## src/rtl/calc_pkg.sv

```systemverilog
`default_nettype none
// +----------------------------------------------------------------------+
// | calc_pkg : shared state encoding and register map for the calculator |
// | Rev 1.0  : initial release                                           |
// +----------------------------------------------------------------------+
package calc_pkg;

  typedef enum logic [2:0] {
    ST_A_HI  = 3'd0,
    ST_A_LO  = 3'd1,
    ST_B_HI  = 3'd2,
    ST_B_LO  = 3'd3,
    ST_READY = 3'd4,
    ST_EXEC  = 3'd5,
    ST_WB    = 3'd6
  } calc_state_e;

  localparam int unsigned CALC_OP_W = 3;

  // Register bank map shared with the ALU datapath
  localparam int unsigned REG_OPA = 0;
  localparam int unsigned REG_OPB = 1;
  localparam int unsigned REG_RES = 2;

endpackage
`default_nettype wire

```

## src/rtl/calc_sequencer_btn_edge.sv

```systemverilog
`default_nettype none
// +----------------------------------------------------------------------+
// | btn_edge : 2-flop synchronizer plus registered rising-edge pulse     |
// | Rev 1.0  : initial release                                           |
// +----------------------------------------------------------------------+
module btn_edge (
  input  logic clk,
  input  logic rst_n,
  input  logic i_btn,
  output logic o_pulse
);

  logic r_sync1;
  logic r_sync2;
  logic r_sync3;
  logic r_pulse;

  // Pulse lands three cycles after the pin rises; a held pin yields one pulse
  always_ff @(posedge clk or negedge rst_n) begin
    if (!rst_n) begin
      r_sync1 <= 1'b0;
      r_sync2 <= 1'b0;
      r_sync3 <= 1'b0;
      r_pulse <= 1'b0;
    end else begin
      r_sync1 <= i_btn;
      r_sync2 <= r_sync1;
      r_sync3 <= r_sync2;
      r_pulse <= r_sync2 & ~r_sync3;
    end
  end

  assign o_pulse = r_pulse;

endmodule
`default_nettype wire

```

## src/rtl/calc_sequencer.sv

```systemverilog
`default_nettype none
// +----------------------------------------------------------------------+
// | calc_sequencer : operand entry and execute sequencer for the keypad  |
// | Rev 1.0        : initial release                                     |
// +----------------------------------------------------------------------+
module calc_sequencer
  import calc_pkg::*;
#(
  parameter int DATA_W = 8,
  parameter int NIB_W  = 4,
  parameter int ADDR_W = 2,
  parameter int OP_W   = CALC_OP_W
) (
  input  logic              clk,
  input  logic              rst_n,
  input  logic              key_valid,
  input  logic [NIB_W-1:0]  key_code,
  input  logic              exec_btn,
  input  logic              clear,
  input  logic [OP_W-1:0]   op_in,
  input  logic [DATA_W-1:0] alu_result,
  output logic [DATA_W-1:0] reg_di,
  output logic [ADDR_W-1:0] reg_wr_addr,
  output logic              reg_we,
  output logic [ADDR_W-1:0] rd_addr_a,
  output logic [ADDR_W-1:0] rd_addr_b,
  output logic [OP_W-1:0]   alu_op,
  output logic              alu_go,
  output logic              done,
  output logic [2:0]        phase
);

  calc_state_e       r_state;
  calc_state_e       w_state_nxt;
  logic [NIB_W-1:0]  r_hold;
  logic [NIB_W-1:0]  w_hold_nxt;
  logic [DATA_W-1:0] r_di;
  logic [DATA_W-1:0] w_di_nxt;
  logic [ADDR_W-1:0] r_wr_addr;
  logic [ADDR_W-1:0] w_wr_addr_nxt;
  logic              r_we;
  logic              w_we_nxt;
  logic [OP_W-1:0]   r_op;
  logic [OP_W-1:0]   w_op_nxt;
  logic              r_go;
  logic              w_go_nxt;
  logic              r_done;
  logic              w_done_nxt;
  logic [2:0]        r_phase;
  logic [ADDR_W-1:0] r_rd_a;
  logic [ADDR_W-1:0] r_rd_b;
  logic              w_exec;

  btn_edge u_exec_edge (
    .clk     (clk),
    .rst_n   (rst_n),
    .i_btn   (exec_btn),
    .o_pulse (w_exec)
  );

  // State register together with the registered outputs it drives
  always_ff @(posedge clk or negedge rst_n) begin
    if (!rst_n) begin
      r_state   <= ST_A_HI;
      r_hold    <= '0;
      r_di      <= '0;
      r_wr_addr <= '0;
      r_we      <= 1'b0;
      r_op      <= '0;
      r_go      <= 1'b0;
      r_done    <= 1'b0;
      r_phase   <= 3'd0;
      r_rd_a    <= ADDR_W'(REG_OPA);
      r_rd_b    <= ADDR_W'(REG_OPB);
    end else begin
      r_state   <= w_state_nxt;
      r_hold    <= w_hold_nxt;
      r_di      <= w_di_nxt;
      r_wr_addr <= w_wr_addr_nxt;
      r_we      <= w_we_nxt;
      r_op      <= w_op_nxt;
      r_go      <= w_go_nxt;
      r_done    <= w_done_nxt;
      r_phase   <= r_state;
      r_rd_a    <= ADDR_W'(REG_OPA);
      r_rd_b    <= ADDR_W'(REG_OPB);
    end
  end

  always_comb begin
    w_state_nxt = r_state;
    if (clear) begin
      w_state_nxt = ST_A_HI;
    end else begin
      case (r_state)
        ST_A_HI:  if (key_valid) w_state_nxt = ST_A_LO;
        ST_A_LO:  if (key_valid) w_state_nxt = ST_B_HI;
        ST_B_HI:  if (key_valid) w_state_nxt = ST_B_LO;
        ST_B_LO:  if (key_valid) w_state_nxt = ST_READY;
        ST_READY: begin
          if (w_exec)         w_state_nxt = ST_EXEC;
          else if (key_valid) w_state_nxt = ST_A_LO;
        end
        ST_EXEC:  w_state_nxt = ST_WB;
        ST_WB:    w_state_nxt = ST_READY;
        default:  w_state_nxt = ST_A_HI;
      endcase
    end
  end

  // Next values for the output registers; pulses default low each cycle
  always_comb begin
    w_hold_nxt    = r_hold;
    w_di_nxt      = r_di;
    w_wr_addr_nxt = r_wr_addr;
    w_we_nxt      = 1'b0;
    w_op_nxt      = r_op;
    w_go_nxt      = 1'b0;
    w_done_nxt    = 1'b0;
    if (clear) begin
      w_hold_nxt = '0;
    end else begin
      case (r_state)
        ST_A_HI, ST_B_HI: begin
          if (key_valid) w_hold_nxt = key_code;
        end
        ST_A_LO: begin
          if (key_valid) begin
            w_di_nxt      = {r_hold, key_code};
            w_wr_addr_nxt = ADDR_W'(REG_OPA);
            w_we_nxt      = 1'b1;
          end
        end
        ST_B_LO: begin
          if (key_valid) begin
            w_di_nxt      = {r_hold, key_code};
            w_wr_addr_nxt = ADDR_W'(REG_OPB);
            w_we_nxt      = 1'b1;
          end
        end
        ST_READY: begin
          if (w_exec) begin
            w_op_nxt = op_in;
            w_go_nxt = 1'b1;
          end else if (key_valid) begin
            w_hold_nxt = key_code;
          end
        end
        ST_EXEC: begin
          w_di_nxt      = alu_result;
          w_wr_addr_nxt = ADDR_W'(REG_RES);
          w_we_nxt      = 1'b1;
        end
        ST_WB: begin
          w_done_nxt = 1'b1;
        end
        default: ;
      endcase
    end
  end

  assign reg_di      = r_di;
  assign reg_wr_addr = r_wr_addr;
  assign reg_we      = r_we;
  assign rd_addr_a   = r_rd_a;
  assign rd_addr_b   = r_rd_b;
  assign alu_op      = r_op;
  assign alu_go      = r_go;
  assign done        = r_done;
  assign phase       = r_phase;

endmodule
`default_nettype wire

```

## config.mk

```make
export PLATFORM = sky130hd
export DESIGN_NAME = calc_sequencer
export DESIGN_NICKNAME = d
export VERILOG_FILES = /design/src/rtl/calc_pkg.sv /design/src/rtl/calc_sequencer_btn_edge.sv /design/src/rtl/calc_sequencer.sv
export SDC_FILE = /design/constraint.sdc
export NUM_CORES = 1
export LEC_CHECK = 0
export ABC_AREA = 0
export CAP_MARGIN = 10
export CORE_MARGIN = 2
export CORE_UTILIZATION = 48
export DETAILED_ROUTE_END_ITERATION = 8
export GPL_TIMING_DRIVEN = 0
export PLACE_DENSITY = 0.84
export SYNTH_ARGS = -nofsm -noshare
export SYNTH_HDL_FRONTEND = slang
export SYNTH_SLANG_ARGS = --single-unit
```

## constraint.sdc

```tcl
create_clock -name clk -period 3.25 [get_ports clk]
set_input_delay 0.325 -clock clk [delete_from_list [all_inputs] [get_ports clk]]
set_output_delay 0.325 -clock clk [all_outputs]
set_load 0.01 [all_outputs]
```

After elaboration in Yosys (flattened, before gate mapping):

Index checks and enable logic that the tools add are counted.

* register bits: 30
* word-level logic and storage cells: 64
* output and inout port bits: 23
* bits of input ports: 20

* bitwise operators: 3
* reduce and logical (&&, ||, !) cells: 11
* equality and inequality tests: 13
* mux-type cells: 24

Operators by type and width (number)
* one-hot mux 3 bit (7 select lines): 1
* 2-to-1 mux 3 bit: 6
* one-hot mux 8 bit (2 select lines): 1
* 2-to-1 mux 4 bit: 3
* inequality test 3 bit (second input constant): 4
* equality test 3 bit (second input constant): 3
* AND reduction 3 bit: 3
* 2-to-1 mux 8 bit: 1
* one-hot mux 4 bit (2 select lines): 1
* 2-to-1 mux 1 bit: 7
* equality test 3 x 2 -> 1 bit (second input constant): 2
* one-hot mux 2 bit (3 select lines): 1
* nonzero test 3 bit: 2
* 2-to-1 mux 2 bit: 2
* inequality test 2 bit (second input constant): 2
* AND reduction 4 bit: 1
* OR reduction 2 bit: 2
* equality test 3 x 1 -> 1 bit (second input constant): 1
* zero test 3 bit: 1
* inequality test 2 x 1 -> 1 bit (second input constant): 1
* inverter 1 bit: 2
* one-hot mux 1 bit (2 select lines): 1
* AND reduction 2 bit: 1
* nonzero test 2 bit: 1
* bitwise AND 1 bit: 1

Logic depth before layout (Yosys ltp):

* depth after elaboration: 4
* depth in mapped cells: 5
* depth with buffers taken out: 4

Hierarchy:

A second synthesis with hierarchy kept.

* cell total of the unflattened synthesis: 114
* area total of the unflattened synthesis: 1311.3 um2

Modules (own cells, without submodules)
* calc_sequencer: cells each 109, times used 1, seq. area each 650.6 um2, area each 1197.4 um2
* btn_edge: cells each 5, times used 1, seq. area each 100.1 um2, area each 113.9 um2

Worst setup path after synthesis:

Ideal clock, no wire load.

* path kind: flip-flop to flip-flop
* start: register r_state[0]
* end: register r_state[2]
* clock period less this slack: 1326 ps
* cell stages (with the launch flop): 5
* slack: 1924 ps
* required time: 3117 ps
* buffers on the path: 1
* arrival: 1194 ps
* library setup time: 133 ps
* cell sequence: dfrtp_1 clkbuf_8 or3b_2 a21oi_1 nor4_1

* cells in the longest elaborated chain, start to end: 3
* elaborated cells on any way between the ends: 13
* those cells by class: 9 x eq/ne; 2 x mux; 2 x reduce/logical

RTL lines
* start, declared: RTL line calc_sequencer.sv:33 `calc_state_e r_state;`
* start signal, assigned: RTL line calc_sequencer.sv:76 `r_state <= w_state_nxt;`
* equality test 3 bit, or another cell as far along: RTL line calc_sequencer.sv:95 `case (r_state)`
* one-hot mux 3 bit (7 select lines) / inequality test 3 bit (equally long branches)
* 2-to-1 mux 3 bit / AND reduction 3 bit (equally long branches)

Parallel ways exist; a longest one is shown, timed or not.
A chain may end at the register's enable or synchronous reset.

Worst setup path after layout:

* start: register r_di[6] (netlist: reg_di[6])
* end: output port reg_di[6]

RTL lines
* start, declared: RTL line calc_sequencer.sv:37 `logic [DATA_W-1:0] r_di;`
* start signal, assigned: RTL line calc_sequencer.sv:78 `r_di <= w_di_nxt;`
* end, declared: RTL line calc_sequencer.sv:22 `output logic [DATA_W-1:0] reg_di,`

No word-level cell between the ends.

==> results.yml <==
pwr:
  power.total_mw: 0.900
  ir_drop_mv: 0.386
  pwr_density_cell_nw_per_um2: 486
  p_comb_frac: 0.247
  swShare: 0.275
  seqPwrFrac: 0.496
  power.share.clock: 0.257
  p_leak_nw: 0.857
  power.switching_mw: 0.247
  p_int_mw: 0.652
timing:
  setup_viol: 0
  fin_crit_sh: 0.490
  finalHoldViolations: 0
  min_period_ns: 1.59
  max_freq_mhz: 627
  finClkSkew_ns: 0.0101
  fin_setup_tns_ns: 0
  rsz0062_at_grt: "false"
  fin_ws_ns: 1.66
  slew_viol_final: 0
clock_tree:
  hold_buffers: 0
  clkLatencyLatePin_ns: 0.33
  cts_root_buffer: "clkbuf_4"
  cts_tree: "done"
  clock_sinks: 30
  post_cts_resize_count: 0
  numCtsBuffers: 5
  ctsLongestPathBuffers: 2
  htreeDepth: 2
  path_clk_slew_ns: 0.09
  postCtsSetupRepairBufs: 0
outcome:
  status: "completed"
routing:
  via_per_inst: 5.01
  firstDrtPassIters: 4
  route.detailed.wl_per_inst_um: 14.3
  wl_um: 2780
  vias: 972
  drc: 0
  drt_iter0_markers: 23
  postRouteAntennaNets: 0
worst_setup_path:
  end_kind: "primary output"
  critPathLaunch: "reg_di[6]"
  cp.required_ns: 2.92
  cp_top_family: "buffers and inverters"
  arrival_ns: 1.27
  cp.depth: 1
  cp_slowest_stage_delay_ns: 0.56
  worstPathMaxFanout: 2
  crit_end: "reg_di[6]"
  rr_endpoint: "r_state[2]"
  ff2ff_setup_slack_ns: 1.86
  path_cells: "clkdlybuf4s50_1"
  crit_slowest_cell: "clkdlybuf4s50_1"
  reg2reg_from: "r_state[0]"
  crit_buf_inv: 1
  critPathLaunchType: "register"
  r2r.worst_path.cells: 4
  criticalPathCategory: "reg -> out"
job:
  drv_cap: 0
finish:
  final_core_util: 0.684
  drive_gt1_frac: 0.178
  nFillCells: 214
  area_growth_pct: 38.4
  instances_no_fill: 194
  fin_nets: 182
  num_antenna_cells: 0
place:
  port_buffers: 38
  dp.cells: 186
  hpwl_um: 2120
  pre_cts_ws_ns: 1.35
  finalWeightedCongestion: 0.814
floorplan:
  die_y_um: 56.8
  initial_core_util: 0.494
  core_area_um2: 2710
  dieWidth_um: 56.8
  dieArea_um2: 3230
  num_rows: 19
  ios: 43
yosys:
  syn_inst: 114
  synthTopCellsByArea: "dfrtp_1 56%, a21oi_1 4.5%, mux2_4 4.5%"
  synth_area_um2: 1340
  seq_area_frac_synth: 0.561
  ys_ff_latch: 30
  syn_avg_cell_area_um2: 11.7
  synth_area_leader_cell: "dfrtp_1"
  yosysTopAreaCellShare: 0.561
  yosysWarnings: 0
  synth.distinct_cells: 33
global_route:
  grt_max_degree: 23
  grt_usage: 0.194
  grt_overflow_total: 0
  antenna_found_initial: 0
  grt_pass1_wl_um: 4670
  grt_pass1_vias: 1026
worst_hold_path:
  hold_class: "in -> async"
layout by cell type (no fill, tap or decap), types with 4 or more instances in the layout:
cell,Yosys,layout
clkbuf_4,0,5
mux2i_1,4,4
a21oi_1,12,12
buf_4,5,5
dfrtp_1,30,30
conb_1,2,4
o22ai_1,8,8
mux2_4,4,4
clkdlybuf4s50_1,0,38
nand2b_1,8,8
inv_1,10,10
per-stage QoR:
stage | hold WS [ns] | cell area [um2]
2_1_floorplan | 0.0294 | 1350
3_3_place_gp | 0.335 | 1770
3_5_place_dp | 0.339 | 1790
4_1_cts | 0.324 | 1850
5_1_grt | 0.343 | 1850
6_report | 0.320 | 1850
cell usage after synthesis, drive strengths merged:
master   number
a21oi        12
and2b         2
and3          1
and3b         1
buf           8
clkbuf        3
conb          2
dfrtp        30
inv          11
mux2          4
mux2i         4
nand2         3
nand2b        8
nand4bb       2
nor2          2
nor2b         2
nor4          1
nor4b         1
nor4bb        1
o21ai         4
o22ai         8
o32a          1
or2           1
or3b          1
xnor2         1
power by group through the flow:
stage / logic [mW] / registers, mW / clock network, mW
detailed placement: 0.224 / 0.453 / 0
global route: 0.242 / 0.452 / 0.256
finish: 0.222 / 0.446 / 0.231
global placement: 0.212 / 0.451 / 0
floorplan: 0.0786 / 0.466 / 0
CTS: 0.225 / 0.447 / 0.237
kinds of logic (layout without fill, tap and decap cells):
family | count (synthesis) | count (layout) | share of synthesized area
other cells | 2 | 4 | 0.00561
flops | 30 | 30 | 0.561
buf+inv | 22 | 69 | 0.0925
xor+xnor | 1 | 1 | 0.00654
compound gates | 25 | 25 | 0.113
mux | 8 | 8 | 0.0748
simple gates | 26 | 26 | 0.147
registers in the layout, summed over array words and instances, names as in the netlist:
register	count
reg_di	8
r_hold	4
alu_op	3
phase	3
r_state	3
reg_wr_addr	2
alu_go	1
done	1
reg_we	1
u_exec_edge.o_pulse	1
u_exec_edge.r_sync1	1
u_exec_edge.r_sync2	1
u_exec_edge.r_sync3	1
metal layers:
metal / routed length [um] / global-route usage / up-vias
met5: 0 / 0 / -
met4: 36 / 0.0698 / 0
met3: 261 / 0.0853 / 4
met2: 1370 / 0.322 / 43
met1: 1110 / 0.221 / 454
li1: - / - / 471
worst min-delay path by stage:
| stage | startpoint | to | slack, ns |
|---|---|---|---|
| 2_1_floorplan | rst_n | alu_go | 0.03 |
| 3_3_place_gp | u_exec_edge.r_sync1 | u_exec_edge.r_sync2 | 0.33 |
| 3_5_place_dp | u_exec_edge.r_sync1 | u_exec_edge.r_sync2 | 0.34 |
| 4_1_cts | rst_n | done | 0.32 |
| 5_1_grt | rst_n | r_state[1] | 0.34 |
| 6_report | rst_n | r_state[1] | 0.32 |
cell type report:
| type | count | area [um2] | area share |
|---|---|---|---|
| timing repair buffer | 39 | 408 | 0.220 |
| buffer | 11 | 80.1 | 0.0432 |
| clock inverter | 1 | 5.00 | 0.00270 |
| multi-input combinational | 64 | 472 | 0.255 |
| tap | 31 | 38.8 | 0.0209 |
| clock buffer | 7 | 55.1 | 0.0297 |
| sequential | 30 | 751 | 0.405 |
| inverter | 11 | 43.8 | 0.0236 |
worst register-to-register path: stages (launching register included):
cell      delay (ns)
dfrtp_1         0.43
clkbuf_8        0.18
or3b_2          0.46
a21oi_1         0.15
nor4_1          0.06
No activity file was read; power rests on OpenSTA's default activity.
